$ cat src/rtl/bus_cycle_ctrl.sv
// bus_cycle_ctrl: 68000 bus cycle sequencer (wait states, SDRAM handshake, DTACK/BERR).
// Optional bus timeout / BERR generation enabled by defining BUS_TIMEOUT_EN.
module bus_cycle_ctrl #(
    parameter int LOCAL_WAIT = 2,
    parameter int SOUND_WAIT = 4,
    parameter int TIMEOUT    = 255
) (
    input  logic       clk,
    input  logic       reset_n,
    input  logic       cpu_as_n,
    input  logic [1:0] cpu_ds_n,
    input  logic       ROMn,
    input  logic       WORKn,
    input  logic       SOUNDn,
    input  logic       SCREENn,
    input  logic       OBJECTn,
    input  logic       COLORn,
    input  logic       IO0n,
    input  logic       IO1n,
    input  logic       PRIORITYn,
    input  logic       EXTENSIONn,
    input  logic       sdr_ack,
    output logic       sdr_req,
    output logic       sdr_sel,
    output logic       cpu_dtack_n,
    output logic       cpu_berr_n,
    output logic       busy
);

    typedef enum logic [2:0] {
        IDLE,
        SDR,
        WAIT,
        ACK,
        BERR,
        DRAIN
    } state_t;

`ifdef BUS_TIMEOUT_EN
    localparam bit TMO_EN = 1'b1;
`else
    localparam bit TMO_EN = 1'b0;
`endif

    localparam logic [7:0] TMO_LAST = 8'(TIMEOUT - 1);
    localparam logic [7:0] LW       = 8'(LOCAL_WAIT);
    localparam logic [7:0] SW       = 8'(SOUND_WAIT);

    state_t     state_q, state_d;
    logic [7:0] cnt_q, cnt_d;
    logic [7:0] tmo_q, tmo_d;
    logic       sel_q, sel_d;
    logic       unmap_q, unmap_d;
    logic       pend_q, pend_d;
    logic       req_q, dtack_n_q, busy_q;

    logic start;
    logic local_any;
    logic tmo_hit;

    assign start     = ~cpu_as_n & ~(&cpu_ds_n);
    assign local_any = ~(SCREENn & OBJECTn & COLORn & IO0n
                         & IO1n & PRIORITYn & EXTENSIONn);
    assign tmo_hit   = TMO_EN && (tmo_q == TMO_LAST);

    // Next-state decode: region classification, wait count, handshake and timeout.
    always_comb begin
        state_d = state_q;
        cnt_d   = cnt_q;
        tmo_d   = tmo_q;
        sel_d   = sel_q;
        unmap_d = unmap_q;
        pend_d  = pend_q;
        unique case (state_q)
            IDLE: begin
                if (start) begin
                    tmo_d   = '0;
                    unmap_d = 1'b0;
                    pend_d  = 1'b0;
                    if (!ROMn) begin
                        state_d = SDR;
                        sel_d   = 1'b0;
                        pend_d  = 1'b1;
                    end else if (!WORKn) begin
                        state_d = SDR;
                        sel_d   = 1'b1;
                        pend_d  = 1'b1;
                    end else if (!SOUNDn) begin
                        state_d = WAIT;
                        cnt_d   = SW;
                    end else if (local_any) begin
                        state_d = WAIT;
                        cnt_d   = LW;
                    end else begin
                        state_d = WAIT;
                        cnt_d   = LW;
                        unmap_d = TMO_EN;
                    end
                end
            end
            WAIT: begin
                if (cpu_as_n) begin
                    state_d = IDLE;
                end else if (unmap_q) begin
                    if (tmo_hit) state_d = BERR;
                    else tmo_d = tmo_q + 8'd1;
                end else if (cnt_q == '0) begin
                    state_d = ACK;
                end else begin
                    cnt_d = cnt_q - 8'd1;
                end
            end
            SDR: begin
                if (sdr_ack) begin
                    pend_d  = 1'b0;
                    state_d = cpu_as_n ? IDLE : ACK;
                end else if (cpu_as_n) begin
                    state_d = DRAIN;
                end else if (tmo_hit) begin
                    state_d = BERR;
                end else begin
                    tmo_d = tmo_q + 8'd1;
                end
            end
            ACK: begin
                if (cpu_as_n) state_d = IDLE;
            end
            BERR: begin
                if (sdr_ack) pend_d = 1'b0;
                if (cpu_as_n) begin
                    state_d = (pend_q && !sdr_ack) ? DRAIN : IDLE;
                end
            end
            DRAIN: begin
                if (sdr_ack) begin
                    pend_d  = 1'b0;
                    state_d = IDLE;
                end
            end
            default: state_d = IDLE;
        endcase
    end

    // State, counters and outputs, all registered from the next state.
    always_ff @(posedge clk or negedge reset_n) begin
        if (!reset_n) begin
            state_q   <= IDLE;
            cnt_q     <= '0;
            tmo_q     <= '0;
            sel_q     <= 1'b0;
            unmap_q   <= 1'b0;
            pend_q    <= 1'b0;
            req_q     <= 1'b0;
            dtack_n_q <= 1'b1;
            busy_q    <= 1'b0;
        end else begin
            state_q   <= state_d;
            cnt_q     <= cnt_d;
            tmo_q     <= tmo_d;
            sel_q     <= sel_d;
            unmap_q   <= unmap_d;
            pend_q    <= pend_d;
            req_q     <= (state_d == SDR) || (state_d == DRAIN)
                         || ((state_d == BERR) && pend_d);
            dtack_n_q <= (state_d != ACK);
            busy_q    <= (state_d != IDLE);
        end
    end

`ifdef BUS_TIMEOUT_EN
    logic berr_n_q;

    // Bus error strobe, asserted while the sequencer sits in BERR.
    always_ff @(posedge clk or negedge reset_n) begin
        if (!reset_n) berr_n_q <= 1'b1;
        else          berr_n_q <= (state_d != BERR);
    end

    assign cpu_berr_n = berr_n_q;
`else
    assign cpu_berr_n = 1'b1;
`endif

    assign sdr_req     = req_q;
    assign sdr_sel     = sel_q;
    assign cpu_dtack_n = dtack_n_q;
    assign busy        = busy_q;

endmodule

$ cat config.mk
export PLATFORM = sky130hd
export DESIGN_NAME = bus_cycle_ctrl
export DESIGN_NICKNAME = d
export VERILOG_FILES = /design/src/rtl/bus_cycle_ctrl.sv
export SDC_FILE = /design/constraint.sdc
export NUM_CORES = 1
export LEC_CHECK = 0
export ABC_AREA = 1
export BUFFER_PORTS_ARGS = -buffer_cell sky130_fd_sc_hd__buf_2
export CORE_ASPECT_RATIO = 1.75
export CORE_MARGIN = 2
export CORE_UTILIZATION = 30
export DETAILED_ROUTE_END_ITERATION = 6
export PLACE_DENSITY = 0.48
export SETUP_SLACK_MARGIN = 0.3
export SYNTH_ARGS = -nofsm -noshare
export SYNTH_HDL_FRONTEND = slang
export SYNTH_SLANG_ARGS = --single-unit
$ cat constraint.sdc
create_clock -name clk -period 2 [get_ports clk]
set_clock_uncertainty 0.05 [all_clocks]
set_input_delay 0.1 -clock clk [delete_from_list [all_inputs] [get_ports clk]]
set_output_delay 0.1 -clock clk [all_outputs]
set_load 0.005 [all_outputs]
==> flow_metrics.tcl, run 1 <==
set metrics [dict create \
    status "complete, no violations" \
    crit_path_end_kind "flop" \
    finalSetupViolations 0 \
    multiInputGateArea_um2 519 \
    layout.cells.non_filler 212 \
    cts_tree "yes" \
    postCtsSetupRepairBufs 0 \
    final_cell_mix "43 x nand2_1, 29 x nor2_1, 21 x inv_1" \
    p_int_uw 903 \
    powerDensity_nw_per_um2 1360 \
    critical_path_required_ns 2.10 \
    period_needed_ns 1.47 \
    n_antenna_cell 0 \
    ant_nets 0 \
    cts_buffers 3 \
    grt_pass1_vias 1005 \
    ys_seq_elements 16 \
    clock_power_share_pct 18.0 \
    root_buffer "clkbuf_8" \
    fin_nets 185 \
    final_util_pct 35.9 \
    wirelength_mm 2.26 \
    arrival_ns 1.57 \
    r2r_start "cnt_q[0]" \
    dp.cells 207 \
    min_to "sdr_sel" \
    initial_utilization_pct 31.1 \
    r2r_setup_slack_ns 0.53 \
    worstHoldPathType "input pin to flop" \
    gp_congestion 0.817 \
    slew_violations 0 \
    clock.fmax_mhz 682 \
    swShare_pct 44.6 \
    syn_inst 152 \
    synthesis.area_um2 1030 \
    hold_viol_final 0 \
    coreArea_um2 3330 \
    synth_top_cell_area_share_pct 36.3 \
    io_buffer_count 12 \
    grt_usage_pct 13.4 \
    yosysSeqAreaShare_pct 38.9 \
    cts_max_path_buffers 2 \
    ys_top_cells_by_area "dfrtp_1 36%, nand2_1 16%, nor2_1 11%" \
    io_pins 21 \
    layout_commonest_cell "nand2_1" \
    clkLatencyLatePin_ns 0.25 \
    row_count 28 \
    worst_r2r_endpoint "cnt_q[4]" \
    vias 945 \
    grt_max_degree 17 \
    dr.pass1.iters 4 \
    cts.sinks 16 \
    min_from "ROMn" \
    holdWs_ns 0.0613 \
    max_cap_viol_count 0 \
    synthDistinctLibCells 22 \
    setup.worst_path.start_class "flop" \
    seq_power_share_pct 34.1 \
    drc_errors 0 \
    n_fill_cell 373 \
    yosysWarnings 0 \
    regArea_um2 402 \
    tns_ns 0 \
    die_area_um2 3950 \
    clk_pin_slew_ns 0.07 \
    crit_type "flop to flop" \
    overflow 0 \
    yosysTopAreaCell "dfrtp_1" \
    peakVddDrop_mv 0.664 \
    rsz0062_at_grt "false" \
    wl_per_cell_um 10.7 \
    avgSynthCellArea_um2 6.80 \
    dpl.hpwl_mm 1.84 \
    grt_pass1_wl_mm 4.14 \
    die_h_um 81.6 \
    drive_gt1_share_pct 18.6 \
    whs_path_depth 3 \
    worstPathMaxFanout 6 \
    syn-num-nets 169 \
    grt_antenna_before_repair 0 \
    via_per_inst 4.46 \
    syn_to_final_growth_pct 15.7 \
    combPwrFrac_pct 47.8 \
    cts_resized 0 \
    ctsHoldBuffers 1 \
    p_switching_uw 727 \
    rr_worst_depth 9 \
    dieWidth_um 48.4 \
    drtIter0Drc 7 \
    power.leakage_uw 0.000657 \
    finalCritPeriodShare_pct 73.3 \
    htreeDepth 1 \
]
[power by group through the flow]
| stage | Sequential [uW] | Combinational (uW) | Clock (uW) |
|---|---|---|---|
| 6_report | 556 | 779 | 294 |
| 5_1_grt | 578 | 921 | 318 |
| 4_1_cts | 560 | 796 | 307 |
| 3_5_place_dp | 566 | 791 | 0 |
| 3_3_place_gp | 564 | 789 | 0 |
| 2_1_floorplan | 544 | 612 | 0 |
[flip-flops by register name, indices dropped and copies added, names as in the netlist]
register / count
busy: 1
cpu_dtack_n: 1
sdr_sel: 1
state_q: 3
pend_q: 1
cnt_q: 8
sdr_req: 1
[cells in the mapped netlist (all sizes together)]
cell type  instances
buf                2
conb               1
dfrtp             15
dfstp              1
ha                 1
inv               25
nand2             45
nand3             15
nand4              4
nor2              34
o211ai             1
o21ai              7
xor2               1
[layout make-up]
class / instances / area share [%]
clock buffer: 4 / 4.60
inverter: 25 / 7.85
multi-input combinational: 109 / 43.4
sequential: 16 / 33.6
tap: 45 / 4.71
timing repair buffer: 13 / 5.86
[per-stage QoR]
stage	worst slack [ns]	instance area, um2	power [uW]
floorplan	0.708	1030	1160
global placement	0.535	1130	1350
detailed placement	0.525	1130	1360
CTS	0.507	1200	1660
global route	0.354	1200	1820
finish	0.534	1200	1630
[how the worst max path moves through the flow]
stage              from       end  cells past startpoint
2_1_floorplan  cnt_q[0]  cnt_q[1]                      7
5_1_grt        cnt_q[0]  cnt_q[4]                      9
3_3_place_gp   cnt_q[0]  cnt_q[7]                      9
4_1_cts        cnt_q[0]  cnt_q[4]                      9
3_5_place_dp   cnt_q[0]  cnt_q[4]                      9
6_report       cnt_q[0]  cnt_q[4]                      9
[metal layers]
metal	global-route usage, %	vias up	share of wire, %
met5	0	-	0
met4	6.86	0	2.5
li1	-	493	-
met1	12.4	432	36
met3	1.82	7	2.1
met2	28.1	13	60
[worst max-delay path, cell delays in order (launching register included)]
cell and delay [ns]:
dfrtp_1 0.37, inv_1 0.14, ha_1 0.23, nand2_1 0.09, nor2_1 0.18, nand2_1 0.10
nand3_1 0.07, nand2_1 0.06, nand2_1 0.06, nor2_1 0.04
[cell families after synthesis]
kind of cell	synth area share [%]
xor+xnor	0.848
compound gates	5.21
simple gates	42.6
buf+inv	10.9
flops	38.9
fa+ha+maj	1.21
other cells	0.363
Note: power is estimated with default switching activity, not from simulation.
==> inputs of run 2 (changes only) <==
Settings changed: PLACE_DENSITY 0.48 to 0.5.
Clock period 2 ns to 1.3 ns, I/O delays scaled along.
==> run 2 against run 1 <==
  * The flow now finishes with violations (negative setup slack)
  * Flip-flop and latch count did not move
  * Worst setup slack got worse by 0.54 ns
  * Wire length rose by 0.71%
  * Utilization rose by 4.9 points
  * Maximum frequency rose by 13%
  * First-iteration DRC count rose by 57%
  * Total power rose by 79%
  * Sequential share of layout area fell by 4.0 points
  * Global-route usage fell by 0.22 points
  * Largest power group unchanged
==> flow_metrics.tcl, run 2 (synthesis results as in run 1) <==
set metrics [dict create \
    arrival_ns 1.39 \
    clock_power_share_pct 14.9 \
    failed_checks "negative setup slack" \
    wl_per_cell_um 10.4 \
    whs_path_depth 3 \
    status "complete, but fails checks" \
    gp_congestion 0.801 \
    swShare_pct 44.4 \
    io_buffer_count 12 \
    worstPathMaxFanout 7 \
    cp_num_buf_inv 1 \
    dieWidth_um 48.4 \
    setup.worst_path.start_class "flop" \
    cts.sinks 16 \
    grt_pass1_vias 966 \
    final.setup.worst_slack_ns -0.00175 \
    rr_worst_depth 6 \
    max_cap_viol_count 0 \
    root_buffer "clkbuf_8" \
    largest_register "cnt_q" \
    dp.cells 212 \
    seq_power_share_pct 29.7 \
    row_count 28 \
    combPwrFrac_pct 55.4 \
    final_util_pct 40.9 \
    p_switching_uw 1300 \
    clock.fmax_mhz 768 \
    finalCritPeriodShare_pct 100 \
    grt_antenna_before_repair 0 \
    period_needed_ns 1.30 \
    holdWs_ns 0.0290 \
    n_antenna_cell 0 \
    crit_slowest_cell "dfrtp_2" \
    p_int_uw 1630 \
    power.leakage_uw 0.000715 \
    coreArea_um2 3330 \
    vias 971 \
    via_per_inst 4.41 \
    wirelength_mm 2.28 \
    htreeDepth 1 \
    powerDensity_nw_per_um2 2150 \
    cp_top_family "flip-flops" \
    fin_nets 193 \
    layout_commonest_cell "nand2_1" \
    io_pins 21 \
    dr.pass1.iters 4 \
    clk_pin_slew_ns 0.06 \
    grt_max_degree 17 \
    cp.depth 6 \
    peakVddDrop_mv 0.932 \
    die_area_um2 3950 \
    drc_errors 0 \
    worstHoldPathType "input pin to flop" \
    grt_pass1_wl_mm 4.00 \
    syn_to_final_growth_pct 31.6 \
    initial_utilization_pct 31.1 \
    top_regs "cnt_q x8, state_q x3" \
    hold_viol_final 0 \
    path_cells "nor2_4 > nand2_4 > o21ai_4 > inv_2 > nand2_1 > nand2_1" \
    largest_reg_flops 8 \
    dpl.hpwl_mm 1.81 \
    power_uw 2920 \
    worst_path_largest_cell_delay_ns 0.45 \
    slew_violations 0 \
    drive_gt1_share_pct 34.3 \
    cts_buffers 3 \
    final_area_um2 1360 \
    n_fill_cell 367 \
    final_cell_mix "39 x nand2_1, 20 x nor2_1, 18 x inv_1" \
    layout.cells.non_filler 220 \
    ant_nets 0 \
    post_dp_cell_area_um2 1200 \
    die_h_um 81.6 \
    crit_path_frequent_cell "nand2_1" \
    clkLatencyLatePin_ns 0.24 \
    drtIter0Drc 11 \
    crit_type "flop to flop" \
    rsz0062_at_grt "true" \
    crit_path_end_kind "flop" \
    cts_max_path_buffers 2 \
    grt_usage_pct 13.2 \
    critical_path_required_ns 1.39 \
    overflow 0 \
    cts_tree "yes" \
    finalSetupViolations 1 \
]
## run 2: power by group through the flow
| stage | Sequential [uW] | Clock (uW) | Combinational, uW |
|---|---|---|---|
| 5_1_grt | 897 | 476 | 1860 |
| 3_3_place_gp | 860 | 0 | 1390 |
| 4_1_cts | 864 | 453 | 1490 |
| 2_1_floorplan | 843 | 0 | 1010 |
| 6_report | 867 | 435 | 1620 |
| 3_5_place_dp | 863 | 0 | 1390 |
## run 2: area by class of cell
type | instances | area [um2] | share of cell area (%)
multi-input cells | 109 | 619 | 45.5
clock buffers | 4 | 55.1 | 4.05
flip-flops and latches | 16 | 403 | 29.6
inverters | 25 | 96.3 | 7.08
well taps | 45 | 56.3 | 4.14
repair buffers | 21 | 130 | 9.57
## run 2: per-stage QoR
stage / setup WS (ns) / TNS [ns]
2_1_floorplan: 0.114 / 0
3_3_place_gp: -0.00656 / -0.0108
3_5_place_dp: -0.00296 / -0.00296
4_1_cts: -0.00286 / -0.00341
5_1_grt: -0.0980 / -0.619
6_report: -0.00175 / -0.00175
## run 2: worst register-to-register path: stages, from the launching register on
cell     delay, ns
dfrtp_2       0.45
nor2_4        0.16
nand2_4       0.10
o21ai_4       0.25
inv_2         0.07
nand2_1       0.06
nand2_1       0.04
## run 2: repair_timing
action                                  4_1_cts  5_1_grt
hold buffers                                  1        0
hold endpoints to repair                     16        0
buffers inserted                              2        1
endpoints found under the setup margin       16       17
resized for setup                             9       14
pin swaps                                     4        8
## run 2: routing by layer
layer / vias to the layer above / track usage [%] / routed length [um]
met5: - / 0 / 0
met2: 6 / 27.5 / 1380
li1: 506 / - / -
met1: 457 / 12.7 / 845
met3: 2 / 1.64 / 25
met4: 0 / 6.00 / 25
## run 2: worst paths after layout
path,end,startpoint,slack (ns)
worst min register to register,sdr_sel,sdr_sel,0.46
worst min-delay path,sdr_sel,ROMn,0.03
worst max-delay path,cnt_q[1],state_q[2],-0.002
max in group asynchronous,cpu_dtack_n,reset_n,0.66
min in group asynchronous,cnt_q[5],reset_n,0.22
worst max register to register,cnt_q[1],state_q[2],-0.002
